<file path="src/rtl/csa_word_seq_arb.sv">
// Time-shares one external 16-bit adder between two requesters. Each operand is
// added one 16-bit slice per cycle, LSB slice first, with the carry held in a flop.
//
// state | meaning
// IDLE  | arbitrate between requesters, accept one operand pair
// RUN   | one slice per cycle through the external adder
// DONE  | result presented on res_*, waiting for res_ready
module csa_word_seq_arb #(
  parameter int WORDS = 4
) (
  input  logic                  clk,
  input  logic                  rst,
  input  logic                  req0_valid,
  output logic                  req0_ready,
  input  logic [16*WORDS-1:0]   req0_a,
  input  logic [16*WORDS-1:0]   req0_b,
  input  logic                  req0_cin,
  input  logic                  req1_valid,
  output logic                  req1_ready,
  input  logic [16*WORDS-1:0]   req1_a,
  input  logic [16*WORDS-1:0]   req1_b,
  input  logic                  req1_cin,
  output logic [15:0]           add_a,
  output logic [15:0]           add_b,
  output logic                  add_cin,
  input  logic [15:0]           add_sum,
  input  logic                  add_cout,
  output logic                  res_valid,
  input  logic                  res_ready,
  output logic [16*WORDS-1:0]   res_sum,
  output logic                  res_cout,
  output logic                  res_id,
  output logic                  busy
);

  localparam int W  = 16 * WORDS;
  localparam int IW = (WORDS > 1) ? $clog2(WORDS) : 1;

  typedef enum logic [1:0] {IDLE, RUN, DONE} state_t;

  state_t          state_q, state_d;
  logic            ptr_q, ptr_d;
  logic [W-1:0]    a_q, a_d;
  logic [W-1:0]    b_q, b_d;
  logic            cin_q, cin_d;
  logic            id_q, id_d;
  logic [IW-1:0]   idx_q, idx_d;
  logic            carry_q, carry_d;
  logic [W-1:0]    sum_q, sum_d;
  logic            cout_q, cout_d;

  always_ff @(posedge clk) begin
    if (rst) begin
      state_q <= IDLE;
      ptr_q   <= 1'b0;
      a_q     <= '0;
      b_q     <= '0;
      cin_q   <= 1'b0;
      id_q    <= 1'b0;
      idx_q   <= '0;
      carry_q <= 1'b0;
      sum_q   <= '0;
      cout_q  <= 1'b0;
    end else begin
      state_q <= state_d;
      ptr_q   <= ptr_d;
      a_q     <= a_d;
      b_q     <= b_d;
      cin_q   <= cin_d;
      id_q    <= id_d;
      idx_q   <= idx_d;
      carry_q <= carry_d;
      sum_q   <= sum_d;
      cout_q  <= cout_d;
    end
  end

  always_comb begin
    state_d    = state_q;
    ptr_d      = ptr_q;
    a_d        = a_q;
    b_d        = b_q;
    cin_d      = cin_q;
    id_d       = id_q;
    idx_d      = idx_q;
    carry_d    = carry_q;
    sum_d      = sum_q;
    cout_d     = cout_q;
    req0_ready = 1'b0;
    req1_ready = 1'b0;
    add_a      = '0;
    add_b      = '0;
    add_cin    = 1'b0;
    res_valid  = 1'b0;

    case (state_q)
      IDLE: begin
        // ready is held low while rst is asserted so no requester sees a
        // handshake that the flops are about to ignore
        if (req0_valid && (!req1_valid || !ptr_q)) begin
          req0_ready = !rst;
          a_d        = req0_a;
          b_d        = req0_b;
          cin_d      = req0_cin;
          id_d       = 1'b0;
          ptr_d      = 1'b1;
          idx_d      = '0;
          state_d    = RUN;
        end else if (req1_valid) begin
          req1_ready = !rst;
          a_d        = req1_a;
          b_d        = req1_b;
          cin_d      = req1_cin;
          id_d       = 1'b1;
          ptr_d      = 1'b0;
          idx_d      = '0;
          state_d    = RUN;
        end
      end

      RUN: begin
        for (int i = 0; i < WORDS; i++) begin
          if (idx_q == IW'(i)) begin
            add_a               = a_q[i*16 +: 16];
            add_b               = b_q[i*16 +: 16];
            sum_d[i*16 +: 16]   = add_sum;
          end
        end
        add_cin = (idx_q == '0) ? cin_q : carry_q;
        carry_d = add_cout;
        idx_d   = idx_q + IW'(1);
        if (idx_q == IW'(WORDS - 1)) begin
          cout_d  = add_cout;
          state_d = DONE;
        end
      end

      DONE: begin
        res_valid = 1'b1;
        if (res_ready) state_d = IDLE;
      end

      default: state_d = IDLE;
    endcase
  end

  assign res_sum  = sum_q;
  assign res_cout = cout_q;
  assign res_id   = id_q;
  assign busy     = (state_q != IDLE);

endmodule

</file>
<file path="config.mk">
export PLATFORM = sky130hd
export DESIGN_NAME = csa_word_seq_arb
export DESIGN_NICKNAME = d
export VERILOG_FILES = /design/src/rtl/csa_word_seq_arb.sv
export SDC_FILE = /design/constraint.sdc
export NUM_CORES = 1
export LEC_CHECK = 0
export ABC_AREA = 1
export BUFFER_PORTS_ARGS = -buffer_cell sky130_fd_sc_hd__buf_2
export CAP_MARGIN = 20
export CORE_UTILIZATION = 38
export CTS_CLUSTER_DIAMETER = 50
export DETAILED_ROUTE_END_ITERATION = 10
export GPL_TIMING_DRIVEN = 1
export SLEW_MARGIN = 20
export SYNTH_ARGS = -nofsm -noshare
export SYNTH_HDL_FRONTEND = slang
export SYNTH_SLANG_ARGS = --single-unit
</file>
<file path="constraint.sdc">
create_clock -name clk -period 1.9 [get_ports clk]
set_input_delay 0.095 -clock clk [delete_from_list [all_inputs] [get_ports clk]]
set_output_delay 0.095 -clock clk [all_outputs]
set_load 0.005 [all_outputs]
</file>
# Word-level counts from Yosys, hierarchy flattened
# Index checks and enable logic that the tools add are counted.
# word_totals
output_inout_bits	103
word_cells	75
in_bits	280
regBits	201
# classes
n_addsub	1
n_reduce_logical	17
muxes	36
eq_ne	8
# ops
op	n
2-to-1 mux 64 bit	4
2-to-1 mux 16 bit	10
2-to-1 mux 1 bit	14
2-to-1 mux 2 bit	6
AND reduction 2 bit	6
== test 2 bit, second input constant	3
one-hot mux 2 bit (3 select lines)	1
nonzero test 2 bit	3
== test 2 x 1 -> 1 bit, second input constant	2
zero test 2 bit	2
!= test 2 bit, second input constant	2
one-hot mux 2 bit (2 select lines)	1
zero test 1 bit	3
!= test 3 bit, second input constant	1
AND reduction 3 bit	1
adder 2 x 1 -> 2 bit, second input constant	1
logical AND 1 bit	1
logical OR 1 bit	1

# Depth between registers and ports, before layout
# logic_depth
word_depth	6
depth_mapped	9
depth_no_buf	7

# Worst setup path after synthesis
# OpenSTA, ideal clock, no wires.
# synth_timing
kind	register -> output
from	register idx_q[0]
to	output port add_a[0]
n_path_buf	2
t_required_ps	1805
arrival_ps	1475
setup_slack_ps	330
path_stages_with_launch	10
path_cell_list	dfxtp_1 inv_1 ha_1 clkbuf_1 inv_1 clkbuf_1 nor2_1 nor2_1 nand2_1 o21ai_1
# synth_via
elab_chain_cells	6
elab_cells_between_ends	9
cone_classes	eq/ne: 3; mux: 5; reduce/logical: 1
# synth_rtl
item	line_no	text
start: declaration	47	logic [IW-1:0] idx_q, idx_d;
start signal: assignment	71	idx_q <= idx_d;
zero test 2 bit	123	if (idx_q == IW'(i)) begin
2-to-1 mux 16 bit (3 in a row)	123	
2-to-1 mux 16 bit (*)	123	
2-to-1 mux 16 bit (*)	96	case (state_q)
end: declaration	23	output logic [15:0] add_a,
# Mark *: on every way between the ends. The rest lies on a longest branch, timed or not.

# Worst setup path in the final report
# layout_timing
from	register idx_q[0]
to	output port add_a[11]
# The elaborated chain is that of the path after synthesis.

==> flow_summary.json <==
{
  "p_int_mw": 9.51,
  "placed_area_um2": 13000,
  "cts_buffers": 28,
  "clock-sinks": 201,
  "fin_crit_ns": 2.04,
  "avgSynthCellArea_um2": 5.88,
  "fin_tns_setup_ns": -2.49,
  "rr_startpoint": "ptr_q",
  "arrival_ns": 1.95,
  "ant_nets": 0,
  "fmax_mhz": 489,
  "vdd.ir_drop.worst_uv": 681,
  "critPathLaunchType": "flip-flop",
  "finalWirelength_um": 42000,
  "die_h_um": 170,
  "path_class": "flip-flop to output pin",
  "htreeDepth": 1,
  "finalPower_mw": 13.7,
  "die-area_um2": 29000,
  "dp_hpwl_um": 25500,
  "yosys_warnings": 0,
  "hold_start": "req1_cin",
  "gp_congestion": 0.831,
  "power_frac_seq": 0.352,
  "row_count": 61,
  "io_pins": 383,
  "core_area_um2": 27900,
  "grt_overflow": 0,
  "p_leak_nw": 9.35,
  "yosysTopAreaCellShare": 0.373,
  "mostFrequentLayoutCell": "nand2_1",
  "die_x_um": 170,
  "firstDrtPassIters": 5,
  "clockRootBuffer": "clkbuf_16",
  "path_cells": "buf_6 > ha_4 > buf_12 > a21oi_1 > nand2_1 > nand2_1 > o21ai_1 > buf_2",
  "post-route-drc-count": 0,
  "yosysTopAreaCell": "dfxtp_1",
  "drtIter0Drc": 818,
  "cts_tree": "done",
  "holdPathEnd": "cin_q",
  "drive_gt1_frac": 0.255,
  "maxCapViolCount": 0,
  "combPwrFrac": 0.259,
  "cts_max_path_buffers": 3,
  "routedWlPerCell_um": 14.7,
  "place_ws_ns": 0.0298,
  "final_nets": 2741,
  "timing.slew.headroom": 0.640,
  "nFillCells": 2525,
  "layout_setup_ws_ns": -0.144,
  "reg2reg_slack_ns": 0.05,
  "status": "complete, but fails checks",
  "r2r_cells": 8,
  "fin_cells": 2856,
  "antenna_found_initial": 0,
  "powerDensity_nw_per_um2": 769,
  "tightest_slew_ns": 0.539,
  "cp.required_ns": 1.80,
  "grt_max_degree": 113,
  "worstSkewPairLatency_ns": 0.54,
  "r2r-end": "a_q[12]",
  "cp_slowest_cell": "dfxtp_4",
  "drt-vias-per-instance": 4.73,
  "final_area_um2": 17800,
  "num_vias": 13500,
  "critPathMaxFanout": 16,
  "syn_nets": 2117,
  "grt.total_usage": 0.262,
  "clock_power_share": 0.389,
  "port_buffers": 382,
  "ys_seq_elements": 201,
  "grt_first_pass_wirelength_um": 60900,
  "switching_share": 0.305,
  "fin_skew_ns": 0.0144,
  "grt_pass1_vias": 12300,
  "power.switching_mw": 4.17,
  "hold_class": "input pin to flip-flop",
  "antennaDiodeCount": 0,
  "violations": "setup timing",
  "slowest_delay_ns": 0.36,
  "hold_viol": 0,
  "area_growth_pct": 65.0,
  "cp-end-kind": "output pin",
  "min_period_over_period": 1.08,
  "dp_cells": 2500,
  "path_clk_slew_ns": 0.06,
  "cpMostUsedCell": "nand2_1",
  "start_util": 0.387,
  "synthDistinctLibCells": 23,
  "ys_seq_area_frac": 0.373,
  "netlist_area_um2": 10800,
  "final_cell_mix": "566 x nand2_1, 420 x nor2_1, 381 x buf_2, 271 x dlygate4sd3_1, 197 x dfxtp_1",
  "synthTopCellsByArea": "dfxtp_1 37%, nand2_1 21%, nor2_1 16%",
  "hold_depth": 5,
  "slew_violations": 0,
  "finalSetupViolCount": 32,
  "syn_inst": 1833,
  "rsz0062_at_grt": "true"
}
==> power by group through the flow <==
| stage | logic [mW] | clock network (mW) | registers (mW) |
|---|---|---|---|
| after floorplan | 1.61 | 0 | 4.82 |
| after global placement | 2.51 | 0 | 4.87 |
| after detailed placement | 2.53 | 0 | 4.87 |
| after CTS | 3.35 | 5.41 | 4.80 |
| after global routing | 3.92 | 5.59 | 4.86 |
| final | 3.54 | 5.31 | 4.82 |
==> through the flow <==
step           utilization  hold WS [ns]
2_1_floorplan            -         0.164
3_3_place_gp         0.466         0.364
3_5_place_dp         0.466         0.370
4_1_cts              0.619       0.00107
5_1_grt              0.638        0.0501
6_report             0.638        0.0236
==> final cells by class <==
type,count,area [um2],area share
Tap cell,378,473,0.0266
Inverter,146,581,0.0326
Multi-Input combinational cell,1362,6100,0.343
Clock buffer,36,782,0.0440
Clock inverter,15,166,0.00936
Sequential cell,201,4040,0.227
Timing Repair Buffer,718,5640,0.317
==> timing repair <==
item                                    in CTS  in global routing
hold buffers                               271                  0
pin swaps                                   37                 37
resized for setup                          113                 90
endpoints found under the hold margin      199                  0
endpoints found under the setup margin      34                102
gates cloned                                 6                  7
setup buffers                               10                 13
==> synth_stat cells, drive strengths merged <==
cell type and count:
nand3 162, nor4 1, o21ai 100, nand2 593
a21oi 39, dfxtp 201, ha 4, nor2 463
clkinv 1, inv 145, clkbuf 45, buf 79
==> logic make-up (layout without fill, tap and decap cells) <==
group           after synthesis  after routing  share of synthesized area
simple gates               1219           1219                      0.450
flops                       201            201                      0.373
fa+ha+maj                     4              4                    0.00464
compound gates              139            139                     0.0645
buf+inv                     270            915                      0.108
==> layer usage <==
metal,vias to the layer above,track usage,part of all wire
met5,-,0,0
met2,482,0.475,0.48
met1,6093,0.318,0.43
met3,79,0.0370,0.061
met4,0,0.0772,0.028
li1,6851,-,-
==> worst max-delay path: cells and delay by family (launching register included) <==
kind / cells / cell delay (ns)
adders and majority gates: 1 / 0.19
buffers and inverters: 3 / 0.42
and+or+nand+nor: 2 / 0.19
DFF: 1 / 0.36
AOI/OAI and AO/OA: 2 / 0.25
==> sequential cells by signal (all words and copies together) (netlist names) <==
signal and cells:
state_q 2, res_cout 1, idx_q 2, res_id 1
carry_q 1, res_sum 64, b_q 64, a_q 64
ptr_q 1, cin_q 1
==> worst max-delay path by stage <==
stage                   from          end  slack, ns
finish              idx_q[0]    add_a[11]      -0.14
detailed placement  idx_q[0]  res_sum[36]       0.03
global route        idx_q[0]    add_a[12]      -0.21
CTS                 idx_q[0]    add_b[10]      -0.14
floorplan           idx_q[0]     add_a[0]       0.33
global placement    idx_q[0]  res_sum[43]       0.12
Power figures use the tool's default switching activity.
